===== config.mk =====
export PLATFORM = sky130hd
export DESIGN_NAME = scan_decoder
export DESIGN_NICKNAME = d
export VERILOG_FILES = /design/src/rtl/scan_decoder.sv
export SDC_FILE = /design/constraint.sdc
export NUM_CORES = 1
export LEC_CHECK = 0
export BUFFER_PORTS_ARGS = -buffer_cell sky130_fd_sc_hd__buf_2
export CORE_MARGIN = 3
export CORE_UTILIZATION = 53
export CTS_CLUSTER_SIZE = 10
export DETAILED_ROUTE_END_ITERATION = 12
export PLACE_DENSITY = 0.8
export SLEW_MARGIN = 40
export SYNTH_ARGS = -nofsm -noshare
export SYNTH_HDL_FRONTEND = slang
export SYNTH_SLANG_ARGS = --single-unit

===== constraint.sdc =====
create_clock -name clk -period 2.54 [get_ports clk]
set_input_delay 0.635 -clock clk [delete_from_list [all_inputs] [get_ports clk]]
set_output_delay 0.635 -clock clk [all_outputs]
set_load 0.1 [all_outputs]

===== src/rtl/scan_decoder.sv =====
// Binary-to-one-hot decoder with pulse/hold output modes and an ascending
// scan sweep across all outputs. Output register is one-hot or all-zero.
module scan_decoder #(
  parameter  int ADDR_WIDTH = 3,
  localparam int N          = 2 ** ADDR_WIDTH
) (
  input  logic                  clk,
  input  logic                  reset,
  input  logic                  enable,
  input  logic [ADDR_WIDTH-1:0] address,
  input  logic                  addr_valid,
  output logic                  addr_ready,
  input  logic                  mode,
  input  logic                  scan_start,
  output logic [N-1:0]          out,
  output logic                  busy,
  output logic                  scan_done
);

  // state | meaning
  // IDLE  | accepting addresses or a scan request; out is pulse/held decode
  // SCAN  | sweeping out[0]..out[N-1], one per cycle; inputs ignored
  typedef enum logic {
    IDLE = 1'b0,
    SCAN = 1'b1
  } state_t;

  state_t                state_q, state_nxt;
  logic [ADDR_WIDTH-1:0] cnt_q, cnt_nxt;
  logic [N-1:0]          out_q, out_nxt;
  logic                  hold_q, hold_nxt;
  logic                  done_q, done_nxt;

  function automatic logic [N-1:0] onehot(input logic [ADDR_WIDTH-1:0] a);
    logic [N-1:0] v;
    v    = '0;
    v[a] = 1'b1;
    return v;
  endfunction

  always_ff @(posedge clk or posedge reset) begin
    if (reset) begin
      state_q <= IDLE;
      cnt_q   <= '0;
      out_q   <= '0;
      hold_q  <= 1'b0;
      done_q  <= 1'b0;
    end else begin
      state_q <= state_nxt;
      cnt_q   <= cnt_nxt;
      out_q   <= out_nxt;
      hold_q  <= hold_nxt;
      done_q  <= done_nxt;
    end
  end

  // Output defaults to zero each cycle; only a held decode or the scan
  // walker keeps a bit set, so at most one source ever drives out_nxt.
  always_comb begin
    state_nxt = state_q;
    cnt_nxt   = cnt_q;
    out_nxt   = '0;
    hold_nxt  = hold_q;
    done_nxt  = 1'b0;
    if (!enable) begin
      state_nxt = IDLE;
      cnt_nxt   = '0;
      hold_nxt  = 1'b0;
    end else begin
      case (state_q)
        IDLE: begin
          if (addr_valid) begin
            out_nxt  = onehot(address);
            hold_nxt = mode;
          end else if (scan_start) begin
            state_nxt = SCAN;
            cnt_nxt   = '0;
            out_nxt   = onehot('0);
            hold_nxt  = 1'b0;
          end else if (hold_q) begin
            out_nxt = out_q;
          end
        end
        SCAN: begin
          // all-ones counter is the last scan output; leave before it wraps
          if (&cnt_q) begin
            state_nxt = IDLE;
            cnt_nxt   = '0;
            done_nxt  = 1'b1;
          end else begin
            cnt_nxt = cnt_q + ADDR_WIDTH'(1);
            out_nxt = onehot(cnt_nxt);
          end
        end
        default: begin
          state_nxt = IDLE;
          cnt_nxt   = '0;
          hold_nxt  = 1'b0;
        end
      endcase
    end
  end

  assign addr_ready = (state_q == IDLE) && enable;
  assign out        = out_q;
  assign busy       = (state_q == SCAN);
  assign scan_done  = done_q;

endmodule


==> impl_metrics.toml, run 1 <==
[grt]
antenna_found_initial = 0
overflow = 0
grt_pass1_vias = 576
grt_use_total_pct = 18.02
grt_pass1_wl_um = 2573
grt_max_degree = 18

[sta]
finalHoldViolCount = 0
tightest_slew_ps = 539.8
finalSetupViolations = 0
setup_tns_ps = 0
max-slew-margin-rel_pct = 63.97
rsz0062_at_grt = "false"
fmax_mhz = 475.4
timing.final.crit_period_ps = 2103
slew_violations = 0
clock_skew_ps = 0.4097
period_share_pct = 82.81

[pwr]
swShare_pct = 31.57
p_seq_share_pct = 47.3
power_density_nw_per_um2 = 563.2
p_sw_uw = 158.8
p_comb_share_pct = 20.6
intPower_uw = 344.3
cellLeakagePower_nw = 0.4515
clock_power_share_pct = 32.1
irDropWorstVdd_mv = 0.3307

[clock_tree]
clk_latency_ps = 280
cts_buffers = 3
cts_tree = "done"
clk_path_buf_depth = 2
htreeDepth = 1
clk_pin_slew_ps = 80
clock_sinks = 14
post_cts_buffers = 0
postCtsHoldBufs = 0
cts_root_buffer = "clkbuf_4"
postCtsResizedCells = 0

[hold_path]
hold_class = "in -> async"

[synthesis]
synth_top_area_share_pct = 46.67
synth_warnings = 0
syn_nets = 81
ys_ff_latch = 14
netlist_instances = 69
yosysTopAreaCell = "dfrtp_1"
ys_types = 25
synthTopCellsByArea = "dfrtp_1 (47%), a22o_1 (8.2%), nand3b_1 (8.0%)"
ys_seq_area_share_pct = 46.67
synthesis.area_um2 = 750.7
syn_avg_cell_area_um2 = 10.88

[route]
finalWirelength_um = 1633
ant_nets = 0
dr.first_iter.drc_count = 15
avgViaCountPerCell = 5.952
first_pass_iters = 4
drc = 0
wl_per_cell_um = 15.70
dr_total_vias = 619

[cells_and_area]
utilization_pct = 73.46
antennaDiodeCount = 0
multi_input_area_um2 = 379.1
drive_above_1_share_pct = 27.78
area_growth_pct = 19.00
fill_cells = 89
final_cell_mix = "buf_2 (19), dfrtp_1 (14), nand3b_1 (8), a22o_1 (7)"
final_common_cell = "buf_2"
final_area_um2 = 893.4
nets = 103
seq_area_um2 = 350.3

[critical_path]
critPathCaptureType = "output pin"
critPathLaunchType = "flip-flop"
cp_cell_sequence = "nor2b_2 > buf_2"
critPathSlowestCell = "dfrtp_1"
critPathMaxFanout = 17
critical_path_class = "reg -> out"
crit_arrival_ps = 1470
cp.buffers_inverters = 1
path_delay_family = "flip-flops"
critPathMaxStageDelay_ps = 560
cp_data_required_time_ps = 1900

[flow_run]
max_cap_viol_count = 0

[outcome]
status = "finished clean"

[die]
core-area_um2 = 1216
ios = 20
start_util_pct = 61.73
dieHeight_um = 43.64
dieArea_um2 = 1904
die_width_um = 43.64
fp-row-count = 12

[placed_design]
dp_hpwl_um = 1162
portBuffers = 19
gp_congestion = 0.8270
place_area_um2 = 857.1
-- logic make-up (layout without fill, tap and decap cells) --
group / after synthesis / count (layout) / synth area share (%)
compound gates: 21 / 21 / 21.67
mux: 1 / 1 / 1.333
buf+inv: 5 / 26 / 3.166
simple gates: 25 / 25 / 22.17
fa+ha+maj: 3 / 3 / 5.001
flops: 14 / 14 / 46.67
-- worst paths after layout --
kind / start / end / slack (ps) / depth (start not counted)
max: busy$_DFF_PP0_ / addr_ready / 440 / 2
min in group clk: out[7]$_DFFE_PP0P_ / out[7]$_DFFE_PP0P_ / 500 / 1
max reg2reg: cnt_q[0]$_DFFE_PP0P_ / out[0]$_DFFE_PP0P_ / 780 / 5
min: reset / out[0]$_DFFE_PP0P_ / 380 / 2
min reg2reg: out[7]$_DFFE_PP0P_ / out[7]$_DFFE_PP0P_ / 500 / 1
max in group asynchronous: reset / out[7]$_DFFE_PP0P_ / 1810 / 2
-- layer usage --
layer	vias to the layer above	routed length, µm	GRT usage (%)
li1	301	-	-
met1	291	778	25.97
met2	22	726	26.74
met3	5	99	2.905
met4	0	28	7.229
met5	-	0	0
-- cell type report --
type / instances / area share [%]
Multi-Input combinational cell: 50 / 42.44
Sequential cell: 14 / 39.22
Timing Repair Buffer: 20 / 11.48
Clock buffer: 4 / 4.062
Tap cell: 14 / 1.961
Inverter: 2 / 0.8403
-- cells in the mapped netlist (all sizes together) --
| library cell | count |
|---|---|
| o22ai | 4 |
| nand3b | 8 |
| nand2b | 4 |
| nand2 | 3 |
| or2b | 1 |
| a22o | 7 |
| ha | 3 |
| a21boi | 4 |
| or3 | 1 |
| nor2b | 1 |
| and2 | 1 |
| or4b | 1 |
| inv | 2 |
| o21ai | 2 |
| nor2 | 1 |
| buf | 2 |
| and3 | 2 |
| mux2i | 1 |
| o32ai | 3 |
| a32o | 1 |
| or3b | 2 |
| dfrtp | 14 |
| clkbuf | 1 |
-- power groups by stage --
stage | logic (mW) | registers, mW | clock network [mW]
2_1_floorplan | 0.0450 | 0.275 | 0
3_3_place_gp | 0.102 | 0.241 | 0
3_5_place_dp | 0.103 | 0.242 | 0
4_1_cts | 0.104 | 0.238 | 0.162
5_1_grt | 0.110 | 0.239 | 0.169
6_report | 0.104 | 0.238 | 0.161
-- sequential cells by signal, summed over array words and instances, names as in the netlist --
signal,cells
scan_done,1
out,8
hold_q,1
busy,1
cnt_q,3
-- per-stage QoR --
step / cells / hold WS (ps) / total power [mW] / setup WS [ps]
floorplan: 69 / 509.9 / 0.3205 / 151.8
CTS: 104 / 400.5 / 0.5042 / 458.9
global placement: 100 / 474.9 / 0.3436 / 604.3
global route: 104 / 418.8 / 0.5184 / 392.9
finish: 104 / 375.6 / 0.5032 / 436.7
detailed placement: 100 / 486.3 / 0.3455 / 612.2
Note: power is estimated with default switching activity, not from simulation.
==> run 2, diff against run 1 <==
Settings changed: ABC_AREA set to 1, CORE_UTILIZATION 53 to 45, PLACE_DENSITY 0.8 to 0.72.
Clock period 2.54 ns to 1.92 ns, I/O delays scaled along.
==> run 2 against run 1 <==
  * Synthesized cell count rose by 61%
  * Clock skew rose by 11 ps
  * Combinational power rose by 68%
  * Sequential cell count did not move
  * Power rose by 33%
  * Non-clock buffer count rose by 3
  * Global-route usage fell by 2.1 points
  * Final cell count rose by 46%
  * Sequential power rose by 32%
  * Die area rose by 21%
  * Critical path type unchanged
  * Largest power group unchanged
==> impl_metrics.toml, run 2 <==
[pwr]
power_density_nw_per_um2 = 689.7
clock_power_share_pct = 26.9
swShare_pct = 35.69
irDropWorstVdd_mv = 0.3765
intPower_uw = 431.2
cellLeakagePower_nw = 0.5666
p_comb_share_pct = 26.1
p_sw_uw = 239.3
p_seq_share_pct = 46.9

[cells_and_area]
final_common_cell = "nand2_1"
antennaDiodeCount = 0
largest_reg_flops = 8
area_growth_pct = 22.94
final_cell_mix = "nand2_1 (45), buf_2 (18), nor2_1 (14), nand3_1 (14), dfrtp_1 (13)"
fill_cells = 150
nets = 149
drive_above_1_share_pct = 22.79
final_cells = 152

[placed_design]
placedCellCount = 144
gp_congestion = 0.7845
portBuffers = 19
dp_hpwl_um = 1230

[route]
wl_per_cell_um = 11.14
wl_met2_um = 737
top_layer = "met4"
first_pass_iters = 5
dr.first_iter.drc_count = 40
dr_total_vias = 762
avgViaCountPerCell = 5.013
finalWirelength_um = 1693
wl_met3_um = 88
wl_met1_um = 853
drc = 0
ant_nets = 0

[synthesis]
netlist_instances = 111
yosysTopAreaCell = "dfrtp_1"
synth_warnings = 0
ys_seq_area_share_pct = 44.30
synth_common_cells = "nand2_1 (45), dfrtp_1 (14), nand3_1 (14), nor2_1 (14), inv_1 (10)"
synth-main-ff-cell = "dfrtp_1"
synthTopCellsByArea = "dfrtp_1 (44%), nand2_1 (21%), nand3_1 (8.9%)"
synth_top_area_share_pct = 44.30
synth.most_common_cell = "nand2_1"
synth-async-reset-ratio_pct = 100.0
synthesis.area_um2 = 790.8
ys_ff_latch = 14
synth_edf_count = 0
syn_nets = 123
syn_avg_cell_area_um2 = 7.124
ys_types = 14

[hold_path]
hold_class = "in -> async"

[clock_tree]
postCtsResizedCells = 0
htreeDepth = 1
clk_latency_ps = 290
clock_sinks = 14
cts_tree = "done"
cts_root_buffer = "clkbuf_4"
cts_buffers = 3
clk_pin_slew_ps = 90
clk_path_buf_depth = 2

[sta]
slew_violations = 0
clock_skew_ps = 11.03
rsz0062_at_grt = "false"
finalSetupViolations = 0
tightest_slew_ps = 529.1
fmax_mhz = 537.6
period_share_pct = 96.88
max-slew-margin-rel_pct = 64.69
finalHoldViolCount = 0
timing.final.crit_period_ps = 1860
setup_tns_ps = 0

[outcome]
status = "finished clean"

[critical_path]
critPathCaptureType = "output pin"
critPathMaxFanout = 5
reg2regPathDepth = 7
critPathLaunchType = "flip-flop"
crit_arrival_ps = 1380
r2r_start = "cnt_q[0]$_DFFE_PP0P_"
rrSetupSlack_ps = 390
r2r-end = "out[5]$_DFFE_PP0P_"
critical_path_class = "reg -> out"
cp_data_required_time_ps = 1440

[die]
start_util_pct = 50.16
ios = 20
dieArea_um2 = 2296
core-area_um2 = 1577
fp-row-count = 14
die_width_um = 47.92
dieHeight_um = 47.92

[grt]
grt_pass1_vias = 642
grt_max_degree = 15
antenna_found_initial = 0
overflow = 0
grt_use_total_pct = 15.88
grt_pass1_wl_um = 2622

[flow_run]
max_cap_viol_count = 0
-- run 2: changes by cell type in the layout (fill, tap and decap cells not counted), sizes merged, moves of 4 or more --
cell    previous run  this run
a21boi             4         0
a22o               7         0
inv                2         9
nand2              3        45
nand2b             4         0
nand3              0        14
nand3b             8         1
nor2               1        16
o22ai              4         0
-- run 2: repair_timing --
item / in CTS / in global routing
hold buffers: 0 / 0
endpoints found under the hold margin: 0 / 0
buffers inserted: 0 / 4
setup endpoints to repair: 0 / 1
-- run 2: area by class of cell --
class	instances	area, µm²	share of cell area (%)
Multi-Input combinational cell	85	390.4	40.15
Inverter	10	41.29	4.247
Sequential cell	14	354.1	36.42
Timing Repair Buffer	23	140.1	14.41
Tap cell	16	20.02	2.059
Clock buffer	4	26.28	2.703
-- run 2: power by group through the flow --
stage	clock, mW	sequential, mW	combinational, mW
after floorplan	0	0.373	0.0732
after global placement	0	0.324	0.159
after detailed placement	0	0.324	0.161
after CTS	0.178	0.318	0.161
after global routing	0.191	0.316	0.189
final	0.181	0.315	0.175
-- run 2: per-stage QoR --
stage	hold slack [ps]	instance area [µm²]	worst slack, ps	power, mW	util [%]
floorplan	369.2	798.3	76.54	0.4458	-
global placement	459.5	915.9	253.3	0.4825	58.10
detailed placement	460.2	915.9	238.6	0.4847	58.10
CTS	237.0	942.2	11.75	0.6578	59.76
global route	247.2	972.2	7.931	0.6968	61.67
finish	211.5	972.2	59.99	0.6705	61.67
-- run 2: logic make-up (layout without fill, tap and decap cells) --
logic type	after synthesis	in the layout	share of synthesized area, %
fa+ha+maj	3	3	4.747
compound gates	6	6	4.589
flops	14	14	44.30
buf+inv	12	37	6.329
simple gates	76	76	40.03
-- run 2: how the worst max path moves through the flow --
stage | from | end | slack, ps | cells after the start
6_report | busy$_DFF_PP0_ | addr_ready | 60 | 4
2_1_floorplan | busy$_DFF_PP0_ | addr_ready | 80 | 3
3_5_place_dp | enable | addr_ready | 240 | 4
4_1_cts | busy$_DFF_PP0_ | addr_ready | 10 | 4
3_3_place_gp | enable | addr_ready | 250 | 4
5_1_grt | busy$_DFF_PP0_ | addr_ready | 8 | 4
-- run 2: worst max-delay path, stage by stage, from the launching register on --
cell and delay, ps:
dfrtp_4 510, inv_1 120, nand2_1 140, clkinvlp_4 140, buf_12 170
-- run 2: routing by layer --
layer / GRT usage (%) / vias up
met1: 21.64 / 334
li1: - / 398
met4: 4.839 / 0
met5: 0 / -
met2: 25.07 / 26
met3: 3.383 / 4
